**src/rtl/imem_loader.sv**
```systemverilog
// imem_loader: fills instruction memory from a byte stream before the core runs.
// Bytes are packed big-endian into 32-bit words and written through the memory write
// port. A trailing checksum byte (XOR of all data bytes) is compared at the end; only a
// clean load releases the core from reset.
//
// Ports:
//   clk        - system clock, rising edge
//   reset      - asynchronous, active-high
//   start      - 1-cycle load request, accepted in IDLE/DONE/ERROR
//   num_words  - words to load (clamped to 2**ADDR_WIDTH), latched on start
//   in_valid   - stream byte available on in_data
//   in_data    - stream byte
//   in_ready   - loader accepts a byte this cycle
//   mem_we     - instruction memory write strobe, one cycle per word
//   mem_addr   - byte address of the write (BASE_ADDR + 4*wordIdx)
//   mem_wdata  - assembled word
//   core_reset - core reset, low only in DONE
//   busy       - load in progress (RECV/WRITE/CHECK)
//   done       - clean load finished
//   error      - checksum mismatch
module imem_loader #(
  parameter int unsigned ADDR_WIDTH = 8,
  parameter logic [31:0] BASE_ADDR  = 32'h0000_0000
) (
  input  logic                  clk,
  input  logic                  reset,
  input  logic                  start,
  input  logic [ADDR_WIDTH:0]   num_words,
  input  logic                  in_valid,
  input  logic [7:0]            in_data,
  output logic                  in_ready,
  output logic                  mem_we,
  output logic [31:0]           mem_addr,
  output logic [31:0]           mem_wdata,
  output logic                  core_reset,
  output logic                  busy,
  output logic                  done,
  output logic                  error
);

  typedef enum logic [2:0] {
    StIdle,
    StRecv,
    StWrite,
    StCheck,
    StDone,
    StError
  } stateT;

  localparam logic [ADDR_WIDTH:0] MaxWords = {1'b1, {ADDR_WIDTH{1'b0}}};
  localparam logic [ADDR_WIDTH:0] OneWord  = {{ADDR_WIDTH{1'b0}}, 1'b1};

  stateT                 state;
  logic [ADDR_WIDTH:0]   numWords;
  logic [ADDR_WIDTH-1:0] wordIdx;
  logic [1:0]            byteCnt;
  logic [7:0]            xorAcc;
  logic [31:0]           wdata;

  logic                  xfer;
  logic                  lastWord;
  logic [ADDR_WIDTH:0]   numWordsClamped;
  logic [ADDR_WIDTH:0]   lastIdx;

  // Outputs decode registered state only; no input reaches an output combinationally.
  assign in_ready   = (state == StRecv) || (state == StCheck);
  assign mem_we     = (state == StWrite);
  assign busy       = (state == StRecv) || (state == StWrite) || (state == StCheck);
  assign done       = (state == StDone);
  assign error      = (state == StError);
  assign core_reset = (state != StDone);
  assign mem_wdata  = wdata;
  assign mem_addr   = BASE_ADDR + {{(30 - ADDR_WIDTH){1'b0}}, wordIdx, 2'b00};

  assign xfer            = in_valid && in_ready;
  assign numWordsClamped = (num_words > MaxWords) ? MaxWords : num_words;
  assign lastIdx         = numWords - OneWord;
  assign lastWord        = ({1'b0, wordIdx} == lastIdx);

  always_ff @(posedge clk or posedge reset) begin
    if (reset) begin
      state    <= StIdle;
      numWords <= '0;
      wordIdx  <= '0;
      byteCnt  <= '0;
      xorAcc   <= '0;
      wdata    <= '0;
    end else begin
      case (state)
        StIdle, StDone, StError: begin
          if (start) begin
            numWords <= numWordsClamped;
            wordIdx  <= '0;
            byteCnt  <= '0;
            xorAcc   <= '0;
            state    <= (num_words == '0) ? StCheck : StRecv;
          end
        end
        StRecv: begin
          if (xfer) begin
            wdata   <= {wdata[23:0], in_data};
            xorAcc  <= xorAcc ^ in_data;
            byteCnt <= byteCnt + 2'd1;
            if (byteCnt == 2'd3) state <= StWrite;
          end
        end
        StWrite: begin
          // Index holds on the last word so the address never wraps past the top.
          if (lastWord) begin
            state <= StCheck;
          end else begin
            wordIdx <= wordIdx + 1'b1;
            state   <= StRecv;
          end
        end
        StCheck: begin
          if (xfer) state <= (in_data == xorAcc) ? StDone : StError;
        end
        default: state <= StIdle;
      endcase
    end
  end

endmodule

```
**config.mk**
```make
export PLATFORM = sky130hd
export DESIGN_NAME = imem_loader
export DESIGN_NICKNAME = d
export VERILOG_FILES = /design/src/rtl/imem_loader.sv
export SDC_FILE = /design/constraint.sdc
export NUM_CORES = 1
export LEC_CHECK = 0
export BUFFER_PORTS_ARGS = -buffer_cell sky130_fd_sc_hd__buf_2
export CAP_MARGIN = 15
export CORE_MARGIN = 5
export CORE_UTILIZATION = 28
export CTS_BUF_LIST = sky130_fd_sc_hd__clkbuf_8
export CTS_CLUSTER_DIAMETER = 200
export CTS_CLUSTER_SIZE = 40
export DETAILED_ROUTE_END_ITERATION = 7
export GPL_TIMING_DRIVEN = 0
export PLACE_DENSITY = 0.51
export RECOVER_POWER = 50
export REMOVE_ABC_BUFFERS = 1
export SYNTH_ARGS = -nofsm -noshare
export SYNTH_HDL_FRONTEND = slang
export SYNTH_SLANG_ARGS = --single-unit
```
**constraint.sdc**
```tcl
create_clock -name clk -period 4.85 [get_ports clk]
set_input_delay 0.7275 -clock clk [delete_from_list [all_inputs] [get_ports clk]]
set_output_delay 0.7275 -clock clk [all_outputs]
set_load 0.05 [all_outputs]
```
* Word-level counts from Yosys, hierarchy flattened
Index checks and enable logic that the tools add are counted.
Word-level totals: flip-flop bits (word level) 62, output and inout port bits 70, word-level logic and storage cells 56
Operators by class: add/subtract/negate cells 3, magnitude comparators 1, equality and inequality tests 14, mux-type cells 17, bitwise logic cells 1, reductions and logical operators 14
Operators with widths (count):
- one-hot mux 8 bit (2 select lines) | 2
- 2-to-1 mux 8 bit | 3
- 2-to-1 mux 3 bit | 4
- one-hot mux 3 bit (4 select lines) | 1
- equality test 8 x 9 -> 1 bit | 1
- greater-than comparator 9 bit (second input constant) | 1
- logical NOT 9 bit | 1
- 2-to-1 mux 9 bit | 1
- subtractor 9 x 1 -> 9 bit (second input constant) | 1
- adder 8 x 1 -> 8 bit (second input constant) | 1
- equality test 8 bit | 1
- 2-to-1 mux 2 bit | 4
- != test 2 bit (second input constant) | 4
- XOR 8 bit | 1
- equality test 3 x 2 -> 1 bit (second input constant) | 2
- equality test 3 bit (second input constant) | 2
- AND reduction 3 bit | 2
- one-hot mux 2 bit (2 select lines) | 1
- AND reduction 2 bit | 2
- AND reduction 4 bit | 1
- nonzero test 2 bit | 2
- equality test 3 x 1 -> 1 bit (second input constant) | 1
- logical NOT 3 bit | 1
- logical OR 1 bit | 3
- other kinds (7) | 7

* Logic depth before layout (Yosys ltp)
Gate-level depths: netlist of run 1.
word-level depth 5, mapped depth 10, depth with buffers taken out 9

* Least setup slack after synthesis of run 1
OpenSTA, ideal clock, no wires.
path kind register -> register, start register state[1], end register wordIdx[0], setup time 0.128 ns, data arrival time 2.952 ns, required time 4.722 ns, setup slack 1.770 ns, stages on the path, launching flop included 8, path buffers 1, clock period less this slack 3.080 ns, path through dfrtp_1 -> clkbuf_1 -> nor3b_1 -> nand4_1 -> nor3_1 -> and3_4 -> nand2b_1 -> mux2_1
RTL lines:
- start, declared | line 53 | stateT state;
- start signal, assigned | line 82 | state <= StIdle;
- start signal, assigned | line 96 | state <= (num_words == '0) ? StCheck : StRecv;
- start signal, assigned | line 104 | if (byteCnt == 2'd3) state <= StWrite;
- equality test 3 x 2 -> 1 bit (*)
- named net mem_we | line 32 | output logic mem_we,
- != test 2 bit (no source line) or nonzero test 2 bit (tied branches)
- AND reduction 3 bit (no source line)
- end signal, assigned | line 112 | wordIdx <= wordIdx + 1'b1;
- end, declared | line 55 | logic [ADDR_WIDTH-1:0] wordIdx;
Mark *: on every way through the listed nets, which the timed path passes. The rest lies on a longest branch. A chain may end at the register's enable or synchronous reset.

==> metrics, run 1 <==
antenna cells=0; Crit. End Element=async pin; Ports=91; Final min period=roughly 3000 ps; Chip Height=117.6 microns; mapped cell area=approximately 3200 sq um; number of synthesized register bits=62; first-pass GRT wire length=13710 microns; Synth Area per Inst=approximately 8.6 sq um; hold wc startpoint=mem_wdata[29]$_DFFE_PP0P_; worst path cell trace=buf_2 > inv_1 > clkbuf_1; number of synthesized flops with an enable pin=0; Worst-Skew Late Latency=approximately 340 ps; final weighted congestion in routability-driven placement=between 0.7 and 0.8; warnings from Yosys=0; Critical path origin=reset; Core ar.=between 10000 and 15000 sq um; total power after layout=between 2 and 3 mW; std cell rows=39; gr usage total=11.99%; Simple-Gate Fraction of Synth Area=between 20 and 30%; final worst slack=~1800 ps; Max-slew headroom=-37.07%; Layout Skew=between 10 and 15 ps; fillers=~1200; count leader, synth=nand2_1; Post-CTS Setup Inserts=0; dpl ws=around 2100 ps; clk slew on worst S/H paths=roughly 70 ps; Worst Hold Class=register to register; Final Max Tran Viols=38; startpoint types=input port; run status=finished with violations; Wirelength per Cell=13.70 microns; worst-path maximum fanout=37; Max-Cap Viols=1; Crit path max-delay family=buffers and inverters; Crit path buffers/inverters=3; worst-margin pin slew=about 2000 ps; leading area contributor after synthesis=dfrtp_1; Vias/cell=approximately 4.6; slowest stage delay, CP=~1500 ps; CTS sink count=62; TritonRoute pass-1 iters=4; vias in the first global route=around 2700; Final ANT Viol Nets=0; Leak=about 1.9 nW; CTS Buf Count=9; vias=2700; post-synthesis adder-cell area fraction=approximately 1.2%; htree depth=3; drt drc=0; Detailed Place HPWL=approximately 5700 microns; chip width=approximately 120 microns; Resize count post-CTS=0; Setup Viol. Count Final=0; VDD IR max=~0.40 mV; largest family of logic cells by synthesized area=simple AND/OR/NAND/NOR gates; Root Driver=clkbuf_8; XOR/XNOR Fraction of Synth Area=~4.3%; final WL=between 8000 and 9000 microns; unrepaired setup endpoints after global routing=false; DR iter-0 viols=~160; Seq/Total Area, Yosys=a little under half; WP data arrival=between 3000 and 4000 ps; CTS max path bufs=2; # hold bufs at CTS=0; CP Data Required Time=approximately 5000 ps; Post-synth ARST share=between 90% and 100%; CTS tree=yes; Final period util=between 60% and 70%; nets@finish=approximately 470; Worst path slowest cell=clkbuf_1; largest net degree at the start of global routing=44; Area growth syn-to-layout=17.43%; full die area=around 14000 sq um; Fmax=324.4 MHz; PD cells=707.7 nW/um^2; R2R Path Start=state[1]$_DFFE_PP0P_; Synth area leaders=dfrtp_1, nand2_1, buf_4, o21ai_0, nand3b_1; Post-Syn Instances=379; post-synthesis compound-gate area fraction=8.793%; setup total negative slack=0 ps; ys flop type=dfrtp_1; critical path class=input port to async pin; gr ovfl total=0; hold slack=~480 ps; top cells by count, synth=nand2_1, dfrtp_1, o21ai_0, buf_4, nor2_1; failing checks=max-capacitance violations, max-slew violations; mux share of post-synthesis cell area=0.9641%; PortBufs=between 60 and 70; share of cells above drive strength 1=14.99%; Starting Density=28.54%; initial antenna violation count=0; count of different cell masters after synthesis=47; final hold viol count=0; share of the synthesized area in the top cell type=a little under half
report_power, final:
| group | switching (mW) | internal (mW) | total [mW] |
|---|---|---|---|
| clock | 0.208 | 0.249 | 0.458 |
| combinational | 0.997 | 0.331 | 1.33 |
| sequential | 0.192 | 0.719 | 0.911 |
cell families after synthesis:
group	count (synthesis)
DFF	62
adders and majority gates	3
muxes	3
and+or+nand+nor	198
buffers and inverters	48
AOI/OAI and AO/OA	49
xor gates and xnor gates	15
other	1
flip-flops by register name, summed over array words and instances (netlist names):
register and count:
byteCnt 2, mem_wdata 32, numWords 9, xorAcc 8, wordIdx 8, state 3
worst paths after layout:
kind / endpoint / slack (ps) / depth (start not counted)
max: mem_wdata[0]$_DFFE_PP0P_ / 1770 / 3
min: mem_wdata[29]$_DFFE_PP0P_ / 480 / 2
max reg2reg: wordIdx[0]$_DFFE_PP0P_ / 2330 / 6
min reg2reg: mem_wdata[29]$_DFFE_PP0P_ / 480 / 2
max in group clk: mem_we / 2210 / 2
min in group asynchronous: mem_wdata[22]$_DFFE_PP0P_ / 630 / 2
routing by layer:
layer	track usage (%)	wire length (microns)
met5	0	0
met4	3.226	65
met3	5.094	585
met2	19.31	3838
met1	14.74	3592
final cells by class:
cell class	instances	area [sq um]	area share, %
multi-input combinational	292	1501	39.41
sequential	62	1551	40.72
inverter	9	33.78	0.8867
clock buffer	10	137.6	3.612
clock inverter	5	60.06	1.576
tap	143	178.9	4.696
timing repair buffer	69	346.6	9.097
tightest hold or removal path, stage by stage, from the launching register on:
cell and delay, ps:
dfrtp_1 350, nand2_1 50, nand2_1 50
cells in the final DEF (no fill, tap or decap), types with 2 or more instances in the layout:
master,n
or4_1,2
nor2_1,22
a211oi_1,2
nor2b_1,5
inv_1,9
nor4_1,3
dfrtp_1,62
xnor2_1,6
and3_1,3
clkinv_4,2
clkbuf_1,22
ha_1,3
nand3_1,4
clkbuf_8,10
or3_1,4
conb_1,24
nand4_1,9
nand2b_1,3
xor2_1,8
nand3b_1,11
nand2_1,117
o21ai_0,28
buf_2,45
a31oi_1,2
o211ai_1,2
a21oi_1,7
nor3_1,6
mux2i_1,2
stage by stage:
step / utilization, % / area (sq um) / instances
2_1_floorplan: - / 3084 / 363
3_3_place_gp: 31.61 / 3593 / 572
3_5_place_dp: 32.05 / 3643 / 574
4_1_cts: 33.78 / 3841 / 589
5_1_grt: 33.51 / 3810 / 590
6_report: 33.51 / 3810 / 590
(Power assumes the default switching activity.)
==> inputs of run 2 (changes only) <==
--- a/config.mk
+++ b/config.mk
@@ -5,6 +5,7 @@
 export SDC_FILE = /design/constraint.sdc
 export NUM_CORES = 1
 export LEC_CHECK = 0
+export ABC_AREA = 1
 export BUFFER_PORTS_ARGS = -buffer_cell sky130_fd_sc_hd__buf_2
 export CAP_MARGIN = 15
 export CORE_MARGIN = 5
@@ -14,7 +15,7 @@
 export CTS_CLUSTER_SIZE = 40
 export DETAILED_ROUTE_END_ITERATION = 7
 export GPL_TIMING_DRIVEN = 0
-export PLACE_DENSITY = 0.51
+export PLACE_DENSITY = 0.53
 export RECOVER_POWER = 50
 export REMOVE_ABC_BUFFERS = 1
 export SYNTH_ARGS = -nofsm -noshare
==> constraint.sdc (replaced) <==
create_clock -name clk -period 2.8 [get_ports clk]
set_input_delay 0.42 -clock clk [delete_from_list [all_inputs] [get_ports clk]]
set_output_delay 0.42 -clock clk [all_outputs]
set_load 0.05 [all_outputs]
==> run 2 against run 1 <==
  * Count of clock-buffer cells in the layout fell by 1
  * Critical path depth increased by 9
  * Largest power group unchanged
  * Synthesized area is 3.9% higher
  * Synthesized cell count increased by 7.1%
  * Setup slack got worse by 900 ps
  * Clock skew down 4.8 ps
  * The run now ends clean
  * Clock power grew 82%
  * Combinational power is 98% higher
  * Non-clock buffer count fell by 2
  * Power increased by 86%
  * Critical path type is now register to register
==> metrics, run 2 <==
Wirelength per Cell=12.46 microns (was 13.70 microns); ys flop type=dfrtp_1 (unchanged); std cell rows=40 (was 39); clk slew on worst S/H paths=80 ps (was 70 ps); Detailed Place HPWL=5770 microns (was 5683 microns); full die area=14340 sq um (was 13840 sq um); unrepaired setup endpoints after global routing=false (unchanged); Max-Cap Viols=0 (was 1); Setup Viol. Count Final=0 (unchanged); PD cells=1281 nW/um^2 (was 707.7 nW/um^2); gr ovfl total=0 (unchanged); Fmax=~520 MHz; post-synthesis adder-cell area fraction=1.113% (was 1.157%); dpl ws=857.0 ps (was 2112 ps); final worst slack=863.3 ps (was 1767 ps); cell mode on critical path=nand2_1; Final ANT Viol Nets=0 (unchanged); reg2reg setup slack=860 ps (was 2330 ps); vias=2673 (was 2700); number of synthesized flops with an enable pin=0 (unchanged); Final min period=about 1900 ps; worst-margin pin slew=1170 ps (was 2056 ps); count of different cell masters after synthesis=29 (was 47); Post-synth ARST share=100.0% (unchanged); Leak=2.044 nW (was 1.936 nW); largest net degree at the start of global routing=59 (was 44); Final Max Tran Viols=0 (was 38); Worst Hold Class=input port to register (was register to register); CP Data Required Time=3090 ps (was 4890 ps); WP data arrival=2230 ps (was 3120 ps); warnings from Yosys=0 (unchanged); XOR/XNOR Fraction of Synth Area=3.377% (was 4.281%); Max-slew headroom=21.91% (was -37.07%); gr usage total=11.06% (was 11.99%); vias in the first global route=2560 (was 2684); final hold viol count=0 (unchanged); first-pass GRT wire length=12660 microns (was 13710 microns); R2R depth=12 (was 6); largest family of logic cells by synthesized area=simple AND/OR/NAND/NOR gates (unchanged); Chip Height=119.7 microns (was 117.6 microns); Worst-Skew Late Latency=350 ps (was 340 ps); Starting Density=28.31% (was 28.54%); Finished Core Util=32.78% (was 33.51%); Final period util=roughly 70%; htree depth=3 (unchanged); Core ar.=11910 sq um (was 11370 sq um); Synth Area per Inst=8.305 sq um (was 8.560 sq um); Synth area leaders=dfrtp_1, nand2_1, buf_4, mux2_4, inv_1 (was dfrtp_1, nand2_1, buf_4, o21ai_0, nand3b_1); Seq/Total Area, Yosys=46.01% (was 47.82%); Hold Path End=numWords[3]$_DFFE_PP0P_ (was mem_wdata[29]$_DFFE_PP0P_); share of cells above drive strength 1=19.17% (was 14.99%); Ports=91 (unchanged); Crit. End Element=register (was async pin); slowest stage delay, CP=380 ps (was 1540 ps); run status=complete, no violations (was finished with violations); nets@finish=499 (was 467); top cells by count, synth=nand2_1, dfrtp_1, inv_1, nor2_1, nand3_1 (was nand2_1, dfrtp_1, o21ai_0, buf_4, nor2_1); CTS sink count=62 (unchanged); Post-CTS Setup Inserts=0 (unchanged); initial antenna violation count=0 (unchanged); post-synthesis compound-gate area fraction=6.085% (was 8.793%); critical path class=register to register (was input port to async pin); drt drc=0 (unchanged); PortBufs=66 (unchanged); Vias/cell=4.263 (was 4.576); TritonRoute pass-1 iters=4 (unchanged); leading area contributor after synthesis=dfrtp_1 (unchanged); VDD IR max=0.4497 mV (was 0.3967 mV); chip width=119.7 microns (was 117.6 microns); area of the multi-input gates=1470 sq um (was 1501 sq um); Area growth syn-to-layout=15.81% (was 17.43%); Post-Syn Instances=406 (was 379); max FFs per register=32 (unchanged); startpoint types=register (was input port); CTS tree=yes (unchanged); # hold bufs at CTS=0 (unchanged); Crit path buffers/inverters=1 (was 3); antenna cells=0 (unchanged); share of the synthesized area in the top cell type=46.01% (was 47.82%); number of synthesized register bits=62 (unchanged); hold wc startpoint=num_words[3] (was mem_wdata[29]$_DFFE_PP0P_); Crit path max-delay family=simple AND/OR/NAND/NOR gates (was buffers and inverters); setup total negative slack=0 ps (unchanged); dpl cells=611 (was 574); Simple-Gate Fraction of Synth Area=25.01% (was 28.23%); Reg area=1551 sq um (unchanged); count leader, synth=nand2_1 (unchanged); fillers=1283 (was 1210); R2R Path Start=numWords[0]$_DFFE_PP0P_ (was state[1]$_DFFE_PP0P_); hold slack=303.5 ps (was 477.8 ps); Layout Skew=5.259 ps (was 10.07 ps); worst reg2reg endpoint=wordIdx[6]$_DFFE_PP0P_ (was wordIdx[0]$_DFFE_PP0P_); mapped cell area=3372 sq um (was 3244 sq um); final WL=7814 microns (was 8082 microns); CTS max path bufs=2 (unchanged); final weighted congestion in routability-driven placement=0.8068 (was 0.7974); most common cell after layout, fill and taps aside=nand2_1 (unchanged); Resize count post-CTS=0 (unchanged); mux share of post-synthesis cell area=5.343% (was 0.9641%); Finished Layout Cells=627 (was 590); hold depth=3 (was 2); CTS Buf Count=9 (unchanged); worst-path maximum fanout=10 (was 37); DR iter-0 viols=108 (was 156); Worst path slowest cell=dfrtp_1 (was clkbuf_1); most frequent cells in the layout=nand2_1, dfrtp_1, buf_2, inv_1, nor2_1 (was nand2_1, dfrtp_1, buf_2, o21ai_0, conb_1); worst path cell trace=inv_1 > ha_1 > nand2_1 > nor2_2 > nand2_1 > nand2_1 > nand3_1 > nor2_2 > nand3_4 > nand2_4 > nand2_1 > nand2_1 (was buf_2 > inv_1 > clkbuf_1); Root Driver=clkbuf_8 (unchanged)
==> run 2: cell count changes in the layout (fill, tap and decap cells not counted), moves of 7 or more <==
cell	before	now
nand4_1	9	2
nor2_1	22	34
o21ai_0	28	21
nand3b_1	11	0
nand3_1	4	29
mux2_4	0	12
nand2_1	117	106
inv_1	9	42
==> run 2: cell families after synthesis <==
kind of cell | after synthesis
muxes | 12
and+or+nand+nor | 193
xor gates and xnor gates | 13
adders and majority gates | 3
AOI/OAI and AO/OA | 41
other | 1
buffers and inverters | 81
DFF | 62
==> run 2: cell type report <==
class | instances | share of cell area, %
multi-input combinational | 286 | 37.65
clock inverter | 7 | 2.115
sequential | 62 | 39.73
clock buffer | 9 | 3.172
tap | 147 | 4.710
timing repair buffer | 67 | 7.850
inverter | 49 | 4.774
==> run 2: how the worst max path moves through the flow <==
stage / endpoint / cells past startpoint / from / slack (ps)
after global placement: mem_wdata[9]$_DFFE_PP0P_ / 2 / reset / -110
final: wordIdx[6]$_DFFE_PP0P_ / 12 / numWords[0]$_DFFE_PP0P_ / 860
after CTS: wordIdx[3]$_DFFE_PP0P_ / 12 / numWords[0]$_DFFE_PP0P_ / 850
after detailed placement: wordIdx[6]$_DFFE_PP0P_ / 12 / numWords[0]$_DFFE_PP0P_ / 860
after floorplan: core_reset / 2 / state[0]$_DFFE_PP0P_ / 220
after global routing: mem_wdata[15]$_DFFE_PP0P_ / 3 / reset / 550
==> run 2: report_power, final <==
part           switching, mW  internal, mW  total (mW)
clock                  0.411         0.423       0.834
sequential             0.270          1.26        1.53
combinational           1.95         0.688        2.64
==> run 2: metrics by stage <==
| step | power, mW | cell area (sq um) |
|---|---|---|
| final | 5.003 | 3905 |
| after global routing | 5.362 | 3905 |
| after CTS | 5.109 | 3949 |
| after detailed placement | 4.256 | 3742 |
| after global placement | 4.207 | 3722 |
| after floorplan | 3.653 | 3208 |
==> run 2: worst reg2reg max path: cells and delay by family, from the launching register on <==
kind | cells | cell delay [ps]
fa+ha+maj | 1 | 280
flops | 1 | 380
simple gates | 10 | 1050
buf+inv | 1 | 170
==> run 2: layer usage <==
| metal | routed length, microns | global-route usage, % | vias up |
|---|---|---|---|
| met5 | 0 | 0 | - |
| met1 | 3769 | 14.43 | 1232 |
| li1 | - | - | 1362 |
| met2 | 3528 | 17.13 | 65 |
| met4 | 197 | 6.299 | 0 |
| met3 | 318 | 2.121 | 14 |
